==> src/rtl/key_rx_fifo_pkg.sv <==
// key_rx_fifo_pkg: shared sizing constants for the key receive FIFO
package key_rx_fifo_pkg;

    localparam int KEY_FIFO_DEPTH = 16;
    localparam int KEY_DATA_W     = 8;

    function automatic int key_fifo_aw(input int depth);
        return $clog2(depth);
    endfunction

    localparam int KEY_FIFO_AW = key_fifo_aw(KEY_FIFO_DEPTH);

endpackage

==> src/rtl/key_rx_fifo.sv <==
// key_rx_fifo: first-word-fall-through byte FIFO between the key loader and the CPU
module key_rx_fifo
    import key_rx_fifo_pkg::*;
#(
    parameter int  DEPTH      = KEY_FIFO_DEPTH,
    parameter int  IRQ_THRESH = 1,
    localparam int AW         = key_fifo_aw(DEPTH)
) (
    input  logic                  CLK,
    input  logic                  RST_X,
    input  logic                  KEY_WE,
    input  logic [KEY_DATA_W-1:0] KEY_DATA,
    input  logic                  RD_EN,
    input  logic                  FLUSH,
    input  logic                  OVF_CLR,
    output logic [KEY_DATA_W-1:0] RD_DATA,
    output logic                  RD_VALID,
    output logic [AW:0]           COUNT,
    output logic                  OVF,
    output logic                  IRQ
);

    localparam logic [AW:0] FULL   = (AW+1)'(DEPTH);
    localparam logic [AW:0] THRESH = (AW+1)'(IRQ_THRESH);

    logic [KEY_DATA_W-1:0] mem [DEPTH];
    logic [AW-1:0]         rptr_q, rptr_d, wptr_q, wptr_d;
    logic [AW:0]           cnt_q, cnt_d;
    logic                  ovf_q, ovf_d, irq_q, irq_d;
    logic                  pop_ok, push_ok, drop;

    // Accept/drop decisions; a pop frees room for a push when full, flush overrides both but leaves OVF alone
    always_comb begin
        pop_ok  = RD_EN && cnt_q != '0;
        push_ok = KEY_WE && (cnt_q != FULL || pop_ok) && !FLUSH;
        drop    = KEY_WE && cnt_q == FULL && !pop_ok && !FLUSH;
        rptr_d  = FLUSH ? '0 : rptr_q + AW'(pop_ok);
        wptr_d  = FLUSH ? '0 : wptr_q + AW'(push_ok);
        cnt_d   = FLUSH ? '0 : cnt_q + (AW+1)'(push_ok) - (AW+1)'(pop_ok);
        ovf_d   = drop || (ovf_q && !OVF_CLR);
        irq_d   = cnt_d >= THRESH || ovf_d;
    end

    // Control state; reset empties the FIFO but leaves storage untouched
    always_ff @(posedge CLK or negedge RST_X) begin
        if (!RST_X) begin
            rptr_q <= '0;
            wptr_q <= '0;
            cnt_q  <= '0;
            ovf_q  <= 1'b0;
            irq_q  <= 1'b0;
        end else begin
            rptr_q <= rptr_d;
            wptr_q <= wptr_d;
            cnt_q  <= cnt_d;
            ovf_q  <= ovf_d;
            irq_q  <= irq_d;
        end
    end

    // Storage write port, kept reset-free so it maps onto distributed RAM
    always_ff @(posedge CLK) begin
        if (push_ok) mem[wptr_q] <= KEY_DATA;
    end

    assign RD_DATA  = mem[rptr_q];
    assign RD_VALID = cnt_q != '0;
    assign COUNT    = cnt_q;
    assign OVF      = ovf_q;
    assign IRQ      = irq_q;

endmodule

==> config.mk <==
export PLATFORM = sky130hd
export DESIGN_NAME = key_rx_fifo
export DESIGN_NICKNAME = d
export VERILOG_FILES = /design/src/rtl/key_rx_fifo_pkg.sv /design/src/rtl/key_rx_fifo.sv
export SDC_FILE = /design/constraint.sdc
export NUM_CORES = 1
export LEC_CHECK = 0
export BUFFER_PORTS_ARGS = -buffer_cell sky130_fd_sc_hd__buf_4
export CAP_MARGIN = 10
export CORE_MARGIN = 3
export CORE_UTILIZATION = 60
export CTS_CLUSTER_SIZE = 12
export DETAILED_ROUTE_END_ITERATION = 8
export PLACE_DENSITY_LB_ADDON = 0.25
export SLEW_MARGIN = 20
export SYNTH_ARGS = -nofsm -noshare
export SYNTH_HDL_FRONTEND = slang
export SYNTH_SLANG_ARGS = --single-unit
==> constraint.sdc <==
create_clock -name CLK -period 8.8 [get_ports CLK]
set_input_delay 1.76 -clock CLK [delete_from_list [all_inputs] [get_ports CLK]]
set_output_delay 1.76 -clock CLK [all_outputs]
set_load 0.03 [all_outputs]
==> flow_metrics.py, run 1 <==
metrics = {
    "finish": {
        "fin_cells": 479,
        "drive_gt1_share_pct": 24.6,
        "utilization_pct": 71.2,
        "syn2layout_area_growth_pct": 14.1,
        "nNetsFinal": 362,
        "insertedDiodeCount": 0,
    },
    "sta": {
        "worst_pin_slew_ps": 1030,
        "setup_violations": 0,
        "slew_headroom_pct": 31.6,
        "fin_worst_skew_ps": 6.57,
        "min_period_ps": 4550,
        "fmaxAchievable_mhz": 220,
        "fin_crit_sh_pct": 51.7,
        "grt_setup_unrepaired": "no",
        "slew_violations": 0,
        "hold_viol_final": 0,
        "tns_ps": 0,
    },
    "floorplan": {
        "die_h_um": 105,
        "io_pins": 30,
        "row_count": 35,
        "coreArea_mm2": 0.00937,
        "die_area_mm2": 0.0110,
        "start_util_pct": 62.4,
        "die_w_um": 105,
    },
    "place": {
        "placed_cells": 447,
        "io_buffer_count": 29,
        "dp_hpwl_mm": 6.66,
        "gp_congestion": 0.757,
    },
    "routing": {
        "wl_mm": 10.8,
        "avgRoutedWirePerCell_um": 22.5,
        "drt-pass1-iter-count": 5,
        "drt_iter0_markers": 241,
        "via_per_inst": 6.03,
        "vias": 2888,
        "antenna_left": 0,
        "drc_errors": 0,
    },
    "clocking": {
        "cts_buffers": 17,
        "cts_tree": "yes",
        "clockRootBuffer": "clkbuf_8",
        "cts_sinks": 143,
        "htree_levels": 4,
        "postCtsSetupBuffers": 0,
        "cts_max_path_buffers": 2,
        "clk_latency_ps": 520,
        "clk_pin_slew_worst_paths_ps": 60,
        "holdBufCountCts": 0,
        "cts.repair.resized": 0,
    },
    "synthesis": {
        "syn_nets": 326,
        "ys.warnings.count": 0,
        "synth_area_mm2": 0.00585,
        "synth.distinct_cells": 34,
        "synth_edf_count": 128,
        "synth_area_leaders": "edfxtp_1, mux4_2, dfrtp_1, mux4_1, ha_1",
        "synth_ff_type": "edfxtp_1",
        "ys_seq_area_share_pct": 72.2,
        "synth_top_area_share_pct": 65.8,
        "syn_avg_cell_area_um2": 19.4,
        "synth_seq_cells": 143,
        "netlist_instances": 301,
        "yosysTopAreaCell": "edfxtp_1",
        "synthArstFlopShare_pct": 10.5,
    },
    "run_status": {
        "status": "complete, no violations",
    },
    "global_route": {
        "antenna_found_initial": 0,
        "overflow": 0,
        "grt_max_degree": 34,
        "grt.total_usage_pct": 21.8,
        "grt_pass1_vias": 2984,
        "grt_pass1_wl_mm": 17.3,
    },
    "power_and_ir_drop": {
        "swShare_pct": 28.8,
        "p_int_mw": 1.31,
        "comb_power_share_pct": 21.8,
        "leakagePower_nw": 2.31,
        "powerDensity_mw_per_mm2": 275,
        "p_seq_share_pct": 44.1,
        "pwr-share-clk_pct": 34.1,
        "p_switching_mw": 0.529,
        "ir_drop_mv": 0.192,
    },
    "critical_path": {
        "worstPathArrival_ps": 2790,
        "critPathLaunchType": "flop",
        "critPathMaxStageDelay_ps": 1040,
        "crit_chain": "mux4_1 > a22oi_1 > nand2_1 > buf_4",
        "required_ps": 7040,
        "crit_path_end_kind": "output port",
        "cp_slowest_cell": "dfrtp_2",
        "worstSetupPathType": "flop to output port",
        "critPathMaxFanout": 33,
    },
    "min_path": {
        "hold_class": "flop to flop",
    },
    "run": {
        "max-cap-violations": 0,
    },
}
-- cells in the final DEF (no fill, tap or decap), types with 4 or more instances in the layout --
master | synthesis | final
a22oi_1 | 16 | 16
buf_4 | 1 | 32
clkbuf_16 | 0 | 16
clkinvlp_4 | 0 | 6
dfrtp_1 | 15 | 14
edfxtp_1 | 128 | 128
ha_1 | 10 | 10
inv_1 | 10 | 10
inv_6 | 0 | 5
mux4_1 | 14 | 14
mux4_2 | 18 | 18
nand2_1 | 9 | 9
nand2b_1 | 6 | 6
nor2_1 | 22 | 22
nor2b_1 | 8 | 8
xnor2_1 | 4 | 4
-- synthesized netlist by cell type, drive strengths merged, types with 6 or more instances --
library cell and n:
a22oi 16, buf 8, dfrtp 15, edfxtp 128, ha 10, inv 10
mux4 32, nand2 9, nand2b 6, nor2 22, nor2b 8
-- power groups by stage --
stage | Sequential (mW) | Clock (mW) | Combinational (mW)
4_1_cts | 0.812 | 0.636 | 0.408
5_1_grt | 0.817 | 0.663 | 0.437
3_3_place_gp | 0.825 | 0 | 0.396
2_1_floorplan | 0.812 | 0 | 0.311
6_report | 0.810 | 0.625 | 0.401
3_5_place_dp | 0.826 | 0 | 0.405
-- critical path, delay by kind of cell (launching register included) --
kind / cells / cell delay (ps)
and+or+nand+nor: 1 / 140
muxes: 1 / 640
AOI/OAI and AO/OA: 1 / 230
buffers and inverters: 1 / 190
DFF: 1 / 1040
-- flip-flops by register name, summed over array words and instances (netlist names) --
name,flops
wptr_q,4
rptr_q,4
OVF,1
COUNT,5
IRQ,1
mem,128
-- metrics by stage --
step	power (mW)	worst slack, ps	hold WS [ps]	instance area [um^2]
after global placement	1.22	4750	492	6140
after CTS	1.86	4190	514	6670
final	1.84	4250	515	6670
after floorplan	1.12	5050	553	5850
after global routing	1.92	4080	530	6670
after detailed placement	1.23	4740	498	6140
-- final cells by class --
class,count,area (um^2)
fill,602,2700
inverter,10,37.5
timing repair buffer,32,240
tap,129,161
clock buffer,17,414
sequential,143,4220
clock inverter,15,114
multi-input combinational,133,1490
-- logic make-up after synthesis --
group / Yosys count / share of synthesized area [%]
flip-flops: 143 / 72.2
AND/OR/NAND/NOR: 60 / 5.09
multiplexers: 33 / 13.4
buffers and inverters: 25 / 2.59
AO/OA/AOI/OAI: 22 / 3.21
adder cells (fa/ha/maj): 11 / 2.48
XOR/XNOR: 7 / 1.05
-- final timing paths --
| path | from | endpoint | slack (ps) | cells after the start |
|---|---|---|---|---|
| setup / recovery | rptr_q[0] | RD_DATA[6] | 4250 | 4 |
| hold / removal | OVF | OVF | 510 | 2 |
| setup reg to reg | COUNT[2] | IRQ | 5660 | 14 |
| hold reg to reg | OVF | OVF | 510 | 2 |
| max in group asynchronous | RST_X | rptr_q[0] | 7530 | 1 |
| min in group asynchronous | RST_X | COUNT[2] | 1080 | 1 |
-- per-layer routing --
layer	routed length, um	GRT usage (%)
met2	5610	34.5
met5	0	0
met1	4340	30.2
met4	117	7.50
met3	708	5.50
Power figures use the tool's default switching activity.
==> run 2, diff against run 1 <==
--- a/config.mk
+++ b/config.mk
@@ -8,7 +8,7 @@
 export BUFFER_PORTS_ARGS = -buffer_cell sky130_fd_sc_hd__buf_4
 export CAP_MARGIN = 10
 export CORE_MARGIN = 3
-export CORE_UTILIZATION = 60
+export CORE_UTILIZATION = 55
 export CTS_CLUSTER_SIZE = 12
 export DETAILED_ROUTE_END_ITERATION = 8
 export PLACE_DENSITY_LB_ADDON = 0.25
==> constraint.sdc (replaced) <==
create_clock -name CLK -period 3.76 [get_ports CLK]
set_input_delay 0.752 -clock CLK [delete_from_list [all_inputs] [get_ports CLK]]
set_output_delay 0.752 -clock CLK [all_outputs]
set_load 0.03 [all_outputs]
==> flow_metrics.py, run 2 (synthesis gave the netlist of run 1 again) <==
metrics = {
    "run_status": {
        "status": "complete, no violations",
    },
    "critical_path": {
        "required_ps": 3010,
        "crit_start": "rptr_q[0]",
        "critPathLaunchType": "flop",
        "worst-r2r-setup-slack_ps": 630,
        "worstSetupPathType": "flop to output port",
        "critPathMaxFanout": 20,
        "r2r_cells": 14,
        "crit_path_end": "RD_DATA[2]",
        "worstPathArrival_ps": 2640,
        "crit_path_end_kind": "output port",
        "r2r-end": "IRQ",
        "reg2reg_from": "COUNT[2]",
    },
    "clocking": {
        "holdBufCountCts": 0,
        "cts_buffers": 17,
        "clk_latency_ps": 520,
        "clk_pin_slew_worst_paths_ps": 60,
        "cts.repair.resized": 0,
        "cts_sinks": 143,
        "htree_levels": 4,
        "cts_max_path_buffers": 2,
        "cts_tree": "yes",
        "postCtsSetupBuffers": 0,
        "clockRootBuffer": "clkbuf_8",
    },
    "global_route": {
        "grt_pass1_wl_mm": 17.3,
        "antenna_found_initial": 0,
        "grt_max_degree": 35,
        "overflow": 0,
        "grt.total_usage_pct": 20.8,
        "grt_pass1_vias": 2986,
    },
    "sta": {
        "hold_viol_final": 0,
        "fin_ws_ps": 370,
        "fin_worst_skew_ps": 8.54,
        "timing.hold.ws_ps": 76.0,
        "setup_violations": 0,
        "min_period_ps": 3390,
        "worst_pin_slew_ps": 1020,
        "slew_violations": 0,
        "tns_ps": 0,
        "fin_crit_sh_pct": 90.2,
        "fmaxAchievable_mhz": 295,
        "grt_setup_unrepaired": "no",
        "slew_headroom_pct": 31.9,
    },
    "power_and_ir_drop": {
        "swShare_pct": 26.0,
        "pwr-share-clk_pct": 39.1,
        "p_int_mw": 3.48,
        "powerDensity_mw_per_mm2": 687,
        "comb_power_share_pct": 21.4,
        "p_switching_mw": 1.22,
        "p_seq_share_pct": 39.4,
        "leakagePower_nw": 2.41,
        "ir_drop_mv": 0.438,
    },
    "routing": {
        "wl_met2_mm": 5.54,
        "drt_iter0_markers": 186,
        "drc_errors": 0,
        "drt-pass1-iter-count": 4,
        "antenna_left": 0,
        "wl_mm": 11.0,
        "avgRoutedWirePerCell_um": 22.5,
        "via_per_inst": 5.89,
        "met1Wirelength_mm": 4.58,
        "vias": 2886,
        "wl_met3_um": 802,
        "dr.max_layer_used": "met4",
    },
    "floorplan": {
        "die_w_um": 109,
        "start_util_pct": 56.6,
        "die_area_mm2": 0.0119,
        "io_pins": 30,
        "row_count": 37,
        "die_h_um": 109,
        "coreArea_mm2": 0.0103,
    },
    "finish": {
        "drive_gt1_share_pct": 24.9,
        "largest_reg_flops": 128,
        "syn2layout_area_growth_pct": 17.1,
        "regMostFlops": "mem",
        "utilization_pct": 66.3,
        "design_area_mm2": 0.00685,
        "insertedDiodeCount": 0,
        "multi_input_area_mm2": 0.00148,
        "seqCellArea_mm2": 0.00422,
        "fill_cells": 685,
        "mostFrequentLayoutCells": "edfxtp_1, buf_4, nor2_1",
        "nNetsFinal": 367,
        "final_common_cell": "edfxtp_1",
    },
    "min_path": {
        "hold_class": "input pin to async pin",
    },
    "place": {
        "gp_congestion": 0.801,
        "preCtsSetupSlack_ps": 652,
        "io_buffer_count": 29,
        "dpl-instance-area_mm2": 0.00619,
        "dp_hpwl_mm": 6.75,
    },
    "run": {
        "max-cap-violations": 0,
    },
}
[run 2: power by group through the flow]
stage | registers [mW] | logic (mW) | clock network [mW]
CTS | 1.85 | 1.02 | 1.86
finish | 1.85 | 1.01 | 1.84
global route | 1.86 | 1.10 | 1.95
global placement | 1.88 | 1.00 | 0
floorplan | 1.90 | 0.728 | 0
detailed placement | 1.89 | 1.02 | 0
[run 2: metal layers]
metal  vias up  GRT usage [%]
met2       110           32.5
met4         0           5.95
li1       1290              -
met3         7           6.34
met5         -              0
met1      1479           28.8
[run 2: metrics by stage]
stage	cells	power [mW]
floorplan	301	2.63
finish	490	4.70
global placement	459	2.89
CTS	490	4.74
global route	490	4.91
detailed placement	459	2.90
[run 2: cell type report]
cell class / instances / share of cell area (%)
repair buffers: 37 / 4.24
inverters: 10 / 0.548
multi-input cells: 133 / 21.5
flip-flops and latches: 143 / 61.6
clock inverters: 13 / 3.44
well taps: 136 / 2.49
clock buffers: 18 / 6.10
[run 2: how the worst min path moves through the flow]
stage	start	endpoint	depth (start not counted)
floorplan	RST_X	COUNT[0]	0
global placement	OVF	OVF	2
detailed placement	OVF	OVF	2
CTS	RST_X	COUNT[0]	1
global route	RST_X	COUNT[0]	1
finish	RST_X	COUNT[0]	1
[run 2: critical path: stages, from the launching register on]
cell and delay [ps]:
dfrtp_2 670, buf_12 260, mux4_1 580, a22oi_1 310, nand2_1 100, buf_4 180
==> run 3, diff against run 2 <==
--- a/config.mk
+++ b/config.mk
@@ -5,6 +5,7 @@
 export SDC_FILE = /design/constraint.sdc
 export NUM_CORES = 1
 export LEC_CHECK = 0
+export ABC_AREA = 1
 export BUFFER_PORTS_ARGS = -buffer_cell sky130_fd_sc_hd__buf_4
 export CAP_MARGIN = 10
 export CORE_MARGIN = 3
@@ -12,6 +13,7 @@
 export CTS_CLUSTER_SIZE = 12
 export DETAILED_ROUTE_END_ITERATION = 8
 export PLACE_DENSITY_LB_ADDON = 0.25
+export SETUP_SLACK_MARGIN = 0.05
 export SLEW_MARGIN = 20
 export SYNTH_ARGS = -nofsm -noshare
 export SYNTH_HDL_FRONTEND = slang
==> flow_metrics.py, run 3 <==
metrics = {
    "run_status": {
        "status": "complete, no violations",
    },
    "floorplan": {
        "row_count": 38,
        "io_pins": 30,
        "die_w_um": 114,
        "start_util_pct": 57.9,
        "coreArea_mm2": 0.0111,
        "die_h_um": 114,
        "die_area_mm2": 0.0130,
    },
    "sta": {
        "slew_headroom_pct": 38.4,
        "hold_viol_final": 0,
        "setup_violations": 0,
        "worst_pin_slew_ps": 920,
        "tns_ps": 0,
        "fin_crit_sh_pct": 83.7,
        "grt_setup_unrepaired": "no",
        "fin_worst_skew_ps": 7.65,
        "fmaxAchievable_mhz": 318,
        "slew_violations": 0,
        "min_period_ps": 3150,
    },
    "finish": {
        "regMostFlops": "mem",
        "utilization_pct": 66.1,
        "fill_cells": 849,
        "largest_reg_flops": 128,
        "drive_gt1_share_pct": 10.5,
        "nNetsFinal": 699,
        "mostFrequentLayoutCells": "nand2_1, edfxtp_1, inv_1",
        "design_area_mm2": 0.00735,
        "insertedDiodeCount": 0,
        "syn2layout_area_growth_pct": 14.1,
        "final_common_cell": "nand2_1",
    },
    "clocking": {
        "cts_max_path_buffers": 2,
        "holdBufCountCts": 0,
        "cts_buffers": 17,
        "cts.repair.resized": 0,
        "clockRootBuffer": "clkbuf_16",
        "clk_latency_ps": 420,
        "cts_sinks": 143,
        "clk_pin_slew_worst_paths_ps": 60,
        "cts_tree": "yes",
        "postCtsSetupBuffers": 0,
        "htree_levels": 4,
    },
    "place": {
        "dp_hpwl_mm": 8.36,
        "dpl-instance-area_mm2": 0.00669,
        "io_buffer_count": 29,
        "gp_congestion": 0.808,
    },
    "routing": {
        "wl_mm": 13.8,
        "avgRoutedWirePerCell_um": 16.7,
        "drt_iter0_markers": 403,
        "drc_errors": 0,
        "via_per_inst": 5.34,
        "vias": 4414,
        "antenna_left": 0,
        "drt-pass1-iter-count": 7,
    },
    "critical_path": {
        "reg2reg_from": "COUNT[3]",
        "worstPathArrival_ps": 2390,
        "crit_path_end_kind": "output port",
        "critPathLaunchType": "flop",
        "worst-r2r-setup-slack_ps": 960,
        "worstSetupPathType": "flop to output port",
        "r2r-end": "IRQ",
        "critPathMaxFanout": 40,
        "required_ps": 3010,
        "r2r_cells": 15,
    },
    "synthesis": {
        "yosysTopAreaCell": "edfxtp_1",
        "synthArstFlopShare_pct": 10.5,
        "synth.distinct_cells": 22,
        "netlist_instances": 646,
        "ys.warnings.count": 0,
        "syn_nets": 671,
        "syn_avg_cell_area_um2": 9.97,
        "synth_top_area_share_pct": 59.7,
        "synth_ff_type": "edfxtp_1",
        "synth_area_mm2": 0.00644,
        "synth_seq_cells": 143,
        "synth_area_leaders": "edfxtp_1, nand2_1, nand3_1, dfrtp_1, inv_1",
        "ys_top_cells_by_count": "nand2_1, edfxtp_1, inv_1, nand3_1, nor2_1",
        "synth_edf_count": 128,
        "ys_seq_area_share_pct": 65.5,
        "yosysMostFrequentCell": "nand2_1",
    },
    "power_and_ir_drop": {
        "swShare_pct": 32.1,
        "powerDensity_mw_per_mm2": 682,
        "ir_drop_mv": 0.456,
        "p_seq_share_pct": 36.3,
        "comb_power_share_pct": 26.8,
        "leakagePower_nw": 3.23,
        "p_int_mw": 3.40,
        "p_switching_mw": 1.61,
        "pwr-share-clk_pct": 36.9,
    },
    "global_route": {
        "grt_pass1_wl_mm": 22.1,
        "antenna_found_initial": 0,
        "grt.total_usage_pct": 22.7,
        "overflow": 0,
        "grt_max_degree": 66,
        "grt_pass1_vias": 4245,
    },
    "run": {
        "max-cap-violations": 0,
    },
    "min_path": {
        "hold_class": "input pin to async pin",
    },
}
-- run 3: power groups by stage --
stage / clock network [mW] / registers, mW / logic (mW)
after global routing: 1.93 / 1.83 / 1.50
final: 1.85 / 1.82 / 1.34
after detailed placement: 0 / 1.85 / 1.34
after CTS: 1.86 / 1.82 / 1.35
after global placement: 0 / 1.85 / 1.30
after floorplan: 0 / 1.91 / 0.951
-- run 3: per-layer routing --
layer	global-route usage (%)	part of all wire [%]	up-vias
met1	28.9	40	2103
met4	8.79	2.4	0
met3	4.81	6.0	30
met5	0	0	-
met2	38.2	51	149
li1	-	-	2132
-- run 3: final cells by class --
class / instances / area [um^2] / share of cell area [%]
flip-flops and latches: 143 / 4220 / 57.4
multi-input cells: 378 / 1660 / 22.6
clock buffers: 17 / 425 / 5.79
inverters: 99 / 372 / 5.06
repair buffers: 35 / 263 / 3.57
clock inverters: 15 / 234 / 3.18
well taps: 140 / 175 / 2.38
-- run 3: stage by stage --
stage / power [mW] / std cells / setup slack [ps] / hold slack, ps
6_report: 5.01 / 827 / 614 / 179
3_5_place_dp: 3.19 / 795 / 840 / 515
2_1_floorplan: 2.86 / 646 / 974 / 456
4_1_cts: 5.04 / 827 / 620 / 182
5_1_grt: 5.26 / 827 / 462 / 184
3_3_place_gp: 3.15 / 795 / 919 / 524
-- run 3: worst max path at each step --
stage                     startpoint    endpoint  slack (ps)  cells after the start
after global routing       rptr_q[0]  RD_DATA[6]         460                      9
after detailed placement       RD_EN         IRQ         840                     13
after floorplan             COUNT[3]         IRQ         970                     16
after CTS                  rptr_q[0]  RD_DATA[0]         620                      8
final                      rptr_q[0]  RD_DATA[0]         610                      8
after global placement         RD_EN         IRQ         920                     13
-- run 3: logic make-up (layout without fill, tap and decap cells) --
group | Yosys count | count (layout) | share of synthesized area (%)
xor gates and xnor gates | 1 | 1 | 0.136
AOI/OAI and AO/OA | 8 | 8 | 0.622
and+or+nand+nor | 358 | 358 | 22.8
buffers and inverters | 125 | 166 | 8.68
DFF | 143 | 143 | 65.5
adders and majority gates | 11 | 11 | 2.25
-- run 3: critical path: stages (launching register included) --
cell and delay, ps:
dfrtp_2 400, inv_2 550, buf_4 310, nand2_1 70
nand3_1 70, nand3_1 140, nand3_1 150, nand2_1 80
buf_4 170
